--- src/rtl/matrix_3x3_win.sv ---
// ---------------------------------------------------------------------------
// matrix_3x3_win
//
// 3x3 neighbourhood window generator for a raster pixel stream. Two internal
// line buffers hold the previous two lines; a 3x3 register window is shifted
// one column per accepted pixel. Out-of-image neighbours are either zero
// (BORDER_MODE = 0) or replicate the nearest in-image pixel (BORDER_MODE != 0).
//
// Pipeline: stage 1 registers the pixel, line-buffer read data and the
// row/column position; stage 2 updates the window. Every output is 2 clk
// behind its input.
//
// Parameters
//   DATA_W       pixel width in bits
//   IMG_HDISP    active pixels per line (line-buffer depth)
//   IMG_VDISP    active lines per frame (limits how far the row state advances)
//   BORDER_MODE  0 = zero padding, otherwise replicate
//
// Ports
//   clk                 pixel clock
//   rst_n               asynchronous active-low reset
//   per_frame_vsync     frame sync, rising edge starts a frame
//   per_frame_href      line valid
//   per_frame_clken     pixel strobe, pixel accepted when href & clken
//   per_img_data        input pixel
//   matrix_frame_vsync  vsync delayed 2 clk
//   matrix_frame_href   href delayed 2 clk
//   matrix_frame_clken  clken delayed 2 clk, suppressed for dropped pixels
//   matrix_win          {p11,p12,p13,p21,p22,p23,p31,p32,p33}, p33 newest
//   err_ovf             sticky: a line carried more than IMG_HDISP pixels
// ---------------------------------------------------------------------------
module matrix_3x3_win #(
  parameter int DATA_W      = 1,
  parameter int IMG_HDISP   = 1024,
  parameter int IMG_VDISP   = 768,
  parameter int BORDER_MODE = 0
) (
  input  logic                clk,
  input  logic                rst_n,
  input  logic                per_frame_vsync,
  input  logic                per_frame_href,
  input  logic                per_frame_clken,
  input  logic [DATA_W-1:0]   per_img_data,
  output logic                matrix_frame_vsync,
  output logic                matrix_frame_href,
  output logic                matrix_frame_clken,
  output logic [9*DATA_W-1:0] matrix_win,
  output logic                err_ovf
);

  localparam int  AW   = (IMG_HDISP > 1) ? $clog2(IMG_HDISP) : 1;
  localparam int  CW   = AW + 1;
  localparam bit  REPL = (BORDER_MODE != 0);
  // Highest row state the frame height allows (2 = two lines of history).
  localparam int  ROW_MAX = (IMG_VDISP >= 3) ? 2 : ((IMG_VDISP == 2) ? 1 : 0);

  typedef enum logic [1:0] {
    ROW0 = 2'd0,
    ROW1 = 2'd1,
    ROWN = 2'd2
  } row_e;

  // Input edge detection
  logic vsync_prev_r;
  logic href_prev_r;
  logic vsync_rise_s;
  logic href_rise_s;
  logic href_fall_s;

  // Position tracking
  row_e            row_r;
  row_e            row_nxt_s;
  row_e            row_eff_s;
  logic [CW-1:0]   col_r;
  logic [CW-1:0]   col_eff_s;
  logic [CW-1:0]   col_nxt_s;
  logic            accept_s;
  logic            ovf_s;
  logic            wr_s;
  logic [AW-1:0]   addr_s;

  // Line buffers
  logic [DATA_W-1:0] lb1_mem [IMG_HDISP];
  logic [DATA_W-1:0] lb2_mem [IMG_HDISP];

  // Stage 1
  logic              vsync_d1_r;
  logic              href_d1_r;
  logic              clken_d1_r;
  logic              s1_valid_r;
  logic              s1_col0_r;
  row_e              s1_row_r;
  logic [DATA_W-1:0] s1_pix_r;
  logic [DATA_W-1:0] lb1_q_r;
  logic [DATA_W-1:0] lb2_q_r;

  // Stage 2 window, [row][col]: row 0 = top (p1x), col 0 = oldest (px1)
  logic [DATA_W-1:0] win_r     [3][3];
  logic [DATA_W-1:0] win_nxt_s [3][3];
  logic [DATA_W-1:0] new_col_s [3];
  logic [9*DATA_W-1:0] win_pack_s;

  assign vsync_rise_s = per_frame_vsync & ~vsync_prev_r;
  assign href_rise_s  = per_frame_href  & ~href_prev_r;
  assign href_fall_s  = ~per_frame_href & href_prev_r;
  assign accept_s     = per_frame_href  & per_frame_clken;

  // Current pixel position: a same-cycle href/vsync rise applies first.
  always_comb begin
    col_eff_s = col_r;
    row_eff_s = row_r;
    if (href_rise_s) begin
      col_eff_s = {CW{1'b0}};
    end else begin
      col_eff_s = col_r;
    end
    if (vsync_rise_s) begin
      row_eff_s = ROW0;
    end else begin
      row_eff_s = row_r;
    end
  end

  assign ovf_s  = accept_s & (col_eff_s >= CW'(IMG_HDISP));
  assign wr_s   = accept_s & ~ovf_s;
  assign addr_s = col_eff_s[AW-1:0];

  // Column counter next value; saturates so an overlong line never wraps
  // back into the valid address range.
  always_comb begin
    col_nxt_s = col_eff_s;
    if (accept_s) begin
      if (col_eff_s == {CW{1'b1}}) begin
        col_nxt_s = col_eff_s;
      end else begin
        col_nxt_s = col_eff_s + CW'(1);
      end
    end else begin
      col_nxt_s = col_eff_s;
    end
  end

  // Row state next value: cleared by vsync, advanced by each line end.
  always_comb begin
    row_nxt_s = row_r;
    if (vsync_rise_s) begin
      row_nxt_s = ROW0;
    end else if (href_fall_s) begin
      case (row_r)
        ROW0:    row_nxt_s = (ROW_MAX >= 1) ? ROW1 : ROW0;
        ROW1:    row_nxt_s = (ROW_MAX >= 2) ? ROWN : ROW1;
        ROWN:    row_nxt_s = ROWN;
        default: row_nxt_s = ROW0;
      endcase
    end else begin
      row_nxt_s = row_r;
    end
  end

  // Edge history, position counters and the sticky overflow flag.
  always_ff @(posedge clk or negedge rst_n) begin
    if (!rst_n) begin
      vsync_prev_r <= 1'b0;
      href_prev_r  <= 1'b0;
      row_r        <= ROW0;
      col_r        <= {CW{1'b0}};
      err_ovf      <= 1'b0;
    end else begin
      vsync_prev_r <= per_frame_vsync;
      href_prev_r  <= per_frame_href;
      row_r        <= row_nxt_s;
      col_r        <= col_nxt_s;
      err_ovf      <= (err_ovf & ~vsync_rise_s) | ovf_s;
    end
  end

  // Line-buffer RAMs: LB1 takes the new pixel, LB2 takes LB1's old word at
  // the same address, so LB1 holds line r-1 and LB2 line r-2.
  always_ff @(posedge clk) begin
    if (wr_s) begin
      lb1_mem[addr_s] <= per_img_data;
      lb2_mem[addr_s] <= lb1_mem[addr_s];
    end
  end

  // Stage 1: sync delays, pixel, RAM read data and position flags.
  always_ff @(posedge clk or negedge rst_n) begin
    if (!rst_n) begin
      vsync_d1_r <= 1'b0;
      href_d1_r  <= 1'b0;
      clken_d1_r <= 1'b0;
      s1_valid_r <= 1'b0;
      s1_col0_r  <= 1'b0;
      s1_row_r   <= ROW0;
      s1_pix_r   <= {DATA_W{1'b0}};
      lb1_q_r    <= {DATA_W{1'b0}};
      lb2_q_r    <= {DATA_W{1'b0}};
    end else begin
      vsync_d1_r <= per_frame_vsync;
      href_d1_r  <= per_frame_href;
      clken_d1_r <= per_frame_clken & ~ovf_s;
      s1_valid_r <= wr_s;
      if (wr_s) begin
        s1_col0_r <= (col_eff_s == {CW{1'b0}});
        s1_row_r  <= row_eff_s;
        s1_pix_r  <= per_img_data;
        lb1_q_r   <= lb1_mem[addr_s];
        lb2_q_r   <= lb2_mem[addr_s];
      end
    end
  end

  // New window column (top, mid, bottom). Line-buffer data is only used once
  // the row state says that line exists, which masks stale RAM contents.
  always_comb begin
    new_col_s[0] = {DATA_W{1'b0}};
    new_col_s[1] = {DATA_W{1'b0}};
    new_col_s[2] = s1_pix_r;
    case (s1_row_r)
      ROW0: begin
        new_col_s[0] = REPL ? s1_pix_r : {DATA_W{1'b0}};
        new_col_s[1] = REPL ? s1_pix_r : {DATA_W{1'b0}};
      end
      ROW1: begin
        new_col_s[0] = REPL ? lb1_q_r : {DATA_W{1'b0}};
        new_col_s[1] = lb1_q_r;
      end
      ROWN: begin
        new_col_s[0] = lb2_q_r;
        new_col_s[1] = lb1_q_r;
      end
      default: begin
        new_col_s[0] = {DATA_W{1'b0}};
        new_col_s[1] = {DATA_W{1'b0}};
      end
    endcase
  end

  // Window next state: column 0 restarts the window, otherwise shift left.
  always_comb begin
    win_nxt_s = win_r;
    if (s1_valid_r) begin
      for (int i = 0; i < 3; i++) begin
        if (s1_col0_r) begin
          win_nxt_s[i][0] = REPL ? new_col_s[i] : {DATA_W{1'b0}};
          win_nxt_s[i][1] = REPL ? new_col_s[i] : {DATA_W{1'b0}};
          win_nxt_s[i][2] = new_col_s[i];
        end else begin
          win_nxt_s[i][0] = win_r[i][1];
          win_nxt_s[i][1] = win_r[i][2];
          win_nxt_s[i][2] = new_col_s[i];
        end
      end
    end else begin
      win_nxt_s = win_r;
    end
  end

  // Flatten the window: p11 in the MSBs down to p33 in the LSBs.
  always_comb begin
    win_pack_s = {(9*DATA_W){1'b0}};
    for (int i = 0; i < 3; i++) begin
      for (int j = 0; j < 3; j++) begin
        win_pack_s[(8 - (3*i + j))*DATA_W +: DATA_W] = win_nxt_s[i][j];
      end
    end
  end

  // Stage 2: window state and registered outputs; the window output reads
  // zero whenever the delayed href is low.
  always_ff @(posedge clk or negedge rst_n) begin
    if (!rst_n) begin
      for (int i = 0; i < 3; i++) begin
        for (int j = 0; j < 3; j++) begin
          win_r[i][j] <= {DATA_W{1'b0}};
        end
      end
      matrix_frame_vsync <= 1'b0;
      matrix_frame_href  <= 1'b0;
      matrix_frame_clken <= 1'b0;
      matrix_win         <= {(9*DATA_W){1'b0}};
    end else begin
      win_r              <= win_nxt_s;
      matrix_frame_vsync <= vsync_d1_r;
      matrix_frame_href  <= href_d1_r;
      matrix_frame_clken <= clken_d1_r;
      matrix_win         <= href_d1_r ? win_pack_s : {(9*DATA_W){1'b0}};
    end
  end

endmodule

--- config.mk ---
export PLATFORM = sky130hd
export DESIGN_NAME = matrix_3x3_win
export DESIGN_NICKNAME = d
export VERILOG_FILES = /design/src/rtl/matrix_3x3_win.sv
export SDC_FILE = /design/constraint.sdc
export NUM_CORES = 2
export LEC_CHECK = 0
export ABC_AREA = 1
export ABC_CLOCK_PERIOD_IN_PS = 40000
export BUFFER_PORTS_ARGS = -buffer_cell sky130_fd_sc_hd__buf_2
export CORE_MARGIN = 10
export CORE_UTILIZATION = 35
export DETAILED_ROUTE_END_ITERATION = 8
export PLACE_DENSITY_LB_ADDON = 0.3
export SYNTH_ARGS = -nofsm -noshare
export SYNTH_HDL_FRONTEND = slang
export SYNTH_SLANG_ARGS = --single-unit
--- constraint.sdc ---
create_clock -name clk -period 40 [get_ports clk]
set_input_delay 8 -clock clk [delete_from_list [all_inputs] [get_ports clk]]
set_output_delay 8 -clock clk [all_outputs]
set_load 0.01 [all_outputs]
# Word level (Yosys, flattened, before mapping)
# Memory sizes are Yosys's and may differ from the RTL's. A register that Yosys moved wholly into a read port is not among the register bits.
# Index checks and enable logic that the tools add are counted.
[op_classes] n_addsub=1 order_cmp=1 eq_ne=5 n_mux=15 n_bitwise=14 reduce_logical=5
[op_table] operator="$mux 11" n=3
[op_table] operator="$mux 9" n=2
[op_table] operator="$add 11x1->11 const B" n=1
[op_table] operator="$eq 11x11->1 const B" n=1
[op_table] operator="$ge 11x11->1 const B" n=1
[op_table] operator="$logic_not 11->1" n=1
[op_table] operator="$mux 3" n=3
[op_table] operator="$and 1x1->1" n=8
[op_table] operator="$pmux 2 s2" n=2
[op_table] operator="$mux 2" n=3
[op_table] operator="$not 1->1" n=5
[op_table] operator="$eq 2x1->1 const B" n=2
[op_table] operator="$eq 2x2->1 const B" n=2
[op_table] operator="$logic_not 2->1" n=1
[op_table] operator="$mux 1" n=2
[op_table] operator="$reduce_bool 2->1" n=1
[op_table] operator="$reduce_or 2->1" n=1
[op_table] operator="$logic_not 1->1" n=1
[op_table] operator="$or 1x1->1" n=1
[word_totals] regBits=44 mem_bits_rw=2048 input_bits=6 output_inout_bits=13 elab_cells=67 mem_count=2
[memory_table] name="lb1_mem" words=1024 width=1 rd=1 rd_ports_with_merged_regs=0 write_ports=1 line_no="83" source="logic [DATA_W-1:0] lb1_mem [IMG_HDISP];"
[memory_table] name="lb2_mem" words=1024 width=1 rd=1 rd_ports_with_merged_regs=1 write_ports=1 line_no="84" source="logic [DATA_W-1:0] lb2_mem [IMG_HDISP];"

# Logic depth before layout (Yosys ltp)
[logic_depth] ltp_word=9 depth_mapped=22

# Worst setup path before layout
# OpenSTA, ideal clock, no wires.
[synth_timing] kind="input-to-reg" startpoint="in per_frame_href" endpoint="mem lb2_mem[0] (data pin)" setup_time_ps=2709 arrival_time_ps=21387 t_required_ps=37291 path_slack_ps=15904 stages=17 cell_sequence="nand2_2 > nand2_2 > inv_1 > nand2_1 > nor2_2 > buf_2 > buf_2 > nand2_1 > nand2_1 > nor2_1 > nand3_1 > nand2_1 > nand3_1 > nand3_1 > nand2_1 > inv_1 > nand2_1"
[synth_via] elab_chain_cells=3
[synth_rtl] element="start, declared" line_no="41" source="input logic per_frame_href,"
[synth_rtl] element="$and 1x1->1" line_no="104" source="assign href_rise_s = per_frame_href & ~href_prev_r;"
[synth_rtl] element="$mux 11" line_no="112" source="if (href_rise_s) begin"
[synth_rtl] element="$mem_v2 1024x1"
[synth_rtl] element="end, declared" line_no="84"
# No other way between the ends.

# Worst setup path after layout
[layout_timing] startpoint="in per_frame_href" endpoint="mem lb2_mem[757] (data pin)"
# The elaborated chain is that of the path after synthesis.

==> results.md <==
- Slew Limit Fails: 0
- Routability Congestion: 0.8070
- Max VDD drop: 0.05338 mV
- Antenna viol nets, final: 0
- Nets: 8638
- Final cell count without fillers: 12320
- Flops & latches, synth: 2093
- H-tree levels: 4
- Critical Path Start Type: primary input
- Asr flop ratio synth: 0.02150
- TritonCTS clock tree: built
- Worst Hold Class: reg -> reg
- Die ar.: 283800 um^2
- Most used cell along the critical path: nand2_1
- Fin area: 102100 um^2
- Total power: 0.005374 W
- Fraction of layout cells with a size suffix above 1: 0.05795
- Synthesized net count: 8917
- GRT met1 Usage: 0.2522
- Worst Path Buf+Inv: 8
- Global-route wire length before repair: 411100 um
- Total GRT Usage: 0.1893
- Met3 usage: 0.03443
- Routed wire length: 278900 um
- DR DRC count: 0
- Row cnt: 188
- EDFF count, synth: 2048
- Synthesized area: 92000 um^2
- Die width: 532.7 um
- DR iter-0 viols: 7303
- Fillers: 25500
- Storage cell area: 62630 um^2
- Library cells used by synthesis: 30
- Most used DFF post-synth: edfxtp_1
- Kind of critical path: in -> reg
- Static leakage: 36.13 nW
- Worst Skew: 0.04944 ns
- Die height: 532.7 um
- Slew @ Worst Pin: 1.338 ns
- Inst Count DP: 11920
- Mapped Cells: 8904
- Yosys warning total: 0
- Minimum clock period: 15.26 ns
- Synthesis-to-layout area growth: 11.00%
- Largest net degree at the start of global routing: 249
- PortBufs: 18
- Busiest grt layer: met2
- Resized Gates After CTS: 0
- Hold_ws: 0.3637 ns
- CP Capture Type: register
- CTS buffer count: 216
- CP Data Required Time: 40.50 ns
- Clk_lat worst skew: 0.88 ns
- Initial antenna violation count: 10
- I/O pin count: 19
- Reg2reg path depth: 22
- DR vias/cell: 5.256
- Crit path cell chain: buf_2 -> nand2_8 -> nand2_8 -> buf_12 -> buf_4 -> buf_4 -> nand3_1 -> nand2_1 -> nand2_1 -> nand2_1 -> inv_1 -> nand2_1 -> nor2_1 -> nor2_1 -> nor2_1 -> nand3_1 -> nand3_1 -> nand2_1 -> inv_1 -> nand2_4 -> buf_4 -> buf_4
- Largest delay share family, worst path: buffers and inverters
- Status: completed
- Slowest-stage cell, CP: buf_4
- Hold-fix buffers, CTS: 0
- Core ar.: 262000 um^2
- Via count: 64760
- Final clock period utilization by the worst path: 0.3815
- Critical Path Max Stage Delay: 0.88 ns
- Commonest non-fill, non-tap cell in the layout: nor2_1
- Multi-input gate area: 24310 um^2
- Hold path depth: 0
- Post-CTS setup buffer count: 0
- Cell depth of the worst setup path: 22
- Final Hold Viols: 0
- CTS Sinks: 2093
- Worst Path Arrival: 15.76 ns
- Cell Pwr Density: 52.62 nW/um^2
- Fmax: 65.53 MHz
- Unrepaired setup endpoints after global routing: no
- Max cap viols: 0
- Root Buffer: clkbuf_16
- Number of global-route vias before repair: 63490
- Area after DPL: 95240 um^2
- M2 GR Usage: 0.3124
- Starting Density: 0.3511
- Clock tree buffer depth: 3
- HPWL after DPL: 144100 um
- Worst rel slew slack: 0.1056
- Sum of negative setup slack: 0 ns
- Setup Viol. Count Final: 0
- Wire per inst: 22.64 um
- Congestion Overflow GR: 0
- First-pass detailed-route iteration total: 6
- Worst-path fanout max: 173
- Avg Inst Size Synth: 10.33 um^2
- Clock Pin Slew Worst Setup and Hold Paths: 0.06 ns
- Sequential-to-total area share from yosys stat: 0.6807
- Commonest non-fill, non-tap cells in the layout: nor2_1 (2250), edfxtp_1 (2048), nand2_1 (1282)
==> flip-flops by register name, summed over array words and instances, names as in the netlist, 2 cells and up <==
register,count
lb2_mem,1024
s1_row_r,2
row_r,2
col_r,11
matrix_win,9
win_r,9
lb1_mem,1024
==> routing by layer <==
layer  vias to the layer above  share of wire
li1                      29360              -
met1                     32260           0.42
met2                      2665           0.47
met3                       481          0.083
met4                         2          0.033
met5                         -       0.000054
==> per-stage QoR <==
stage                       util  setup slack (ns)
after CTS                 0.3897             24.93
after detailed placement  0.3635             23.99
after global routing      0.3897             24.35
after global placement    0.3635             24.00
final                     0.3897             24.74
after floorplan                -             15.90
==> cells by family after synthesis <==
family                     count (synthesis)  synth area share
xor gates and xnor gates                   3         0.0002857
DFF                                     2093            0.6807
buffers and inverters                   1351           0.06010
and+or+nand+nor                         4606            0.2091
adders and majority gates                  7         0.0009520
AOI/OAI and AO/OA                        844           0.04882
==> cell usage after synthesis (5+ instances only) <==
master / instances / area share
a21oi_1: 63 / 0.0034
buf_1: 79 / 0.0032
buf_2: 306 / 0.017
buf_4: 20 / 0.0016
clkbuf_1: 242 / 0.0099
clkinv_1: 5 / 0.00020
dfrtp_1: 45 / 0.012
edfxtp_1: 2048 / 0.67
ha_1: 7 / 0.00095
inv_1: 693 / 0.028
inv_2: 6 / 0.00024
nand2_1: 1285 / 0.052
nand3_1: 770 / 0.042
nand3b_1: 232 / 0.019
nand4_1: 7 / 0.00048
nor2_1: 2256 / 0.092
nor2_2: 6 / 0.00041
nor3_1: 40 / 0.0022
o211ai_1: 81 / 0.0066
o21ai_0: 666 / 0.036
o221ai_1: 5 / 0.00048
o22ai_1: 15 / 0.0010
o31ai_1: 10 / 0.00082
or2_2: 5 / 0.00034
==> path summary, 6_finish.rpt <==
kind,start,end,slack (ns)
max in group asynchronous,rst_n,col_r[0],32.26
worst min-delay path,clken_d1_r,matrix_frame_clken,0.36
worst max-delay path,per_frame_href,lb2_mem[757],24.74
worst max register to register,href_d1_r,lb2_mem[757],31.16
worst min register to register,clken_d1_r,matrix_frame_clken,0.36
min in group asynchronous,rst_n,matrix_win[5],7.26
==> where the power goes <==
part | internal [W] | leakage (nW) | total [W] | switching (W)
clock | 0.00112 | 3.35 | 0.00197 | 0.000853
combinational | 0.000190 | 13.8 | 0.000857 | 0.000667
sequential | 0.00253 | 19.0 | 0.00254 | 0.0000102
==> area by class of cell <==
| class | instances | area share |
|---|---|---|
| sequential | 2093 | 0.6133 |
| multi-input combinational | 5460 | 0.2380 |
| clock buffer | 291 | 0.05748 |
| tap | 3515 | 0.04307 |
| inverter | 704 | 0.02610 |
| timing repair buffer | 150 | 0.01215 |
| clock inverter | 103 | 0.009753 |
| antenna | 5 | 0.0001225 |
Note: power is estimated with default switching activity, not from simulation.
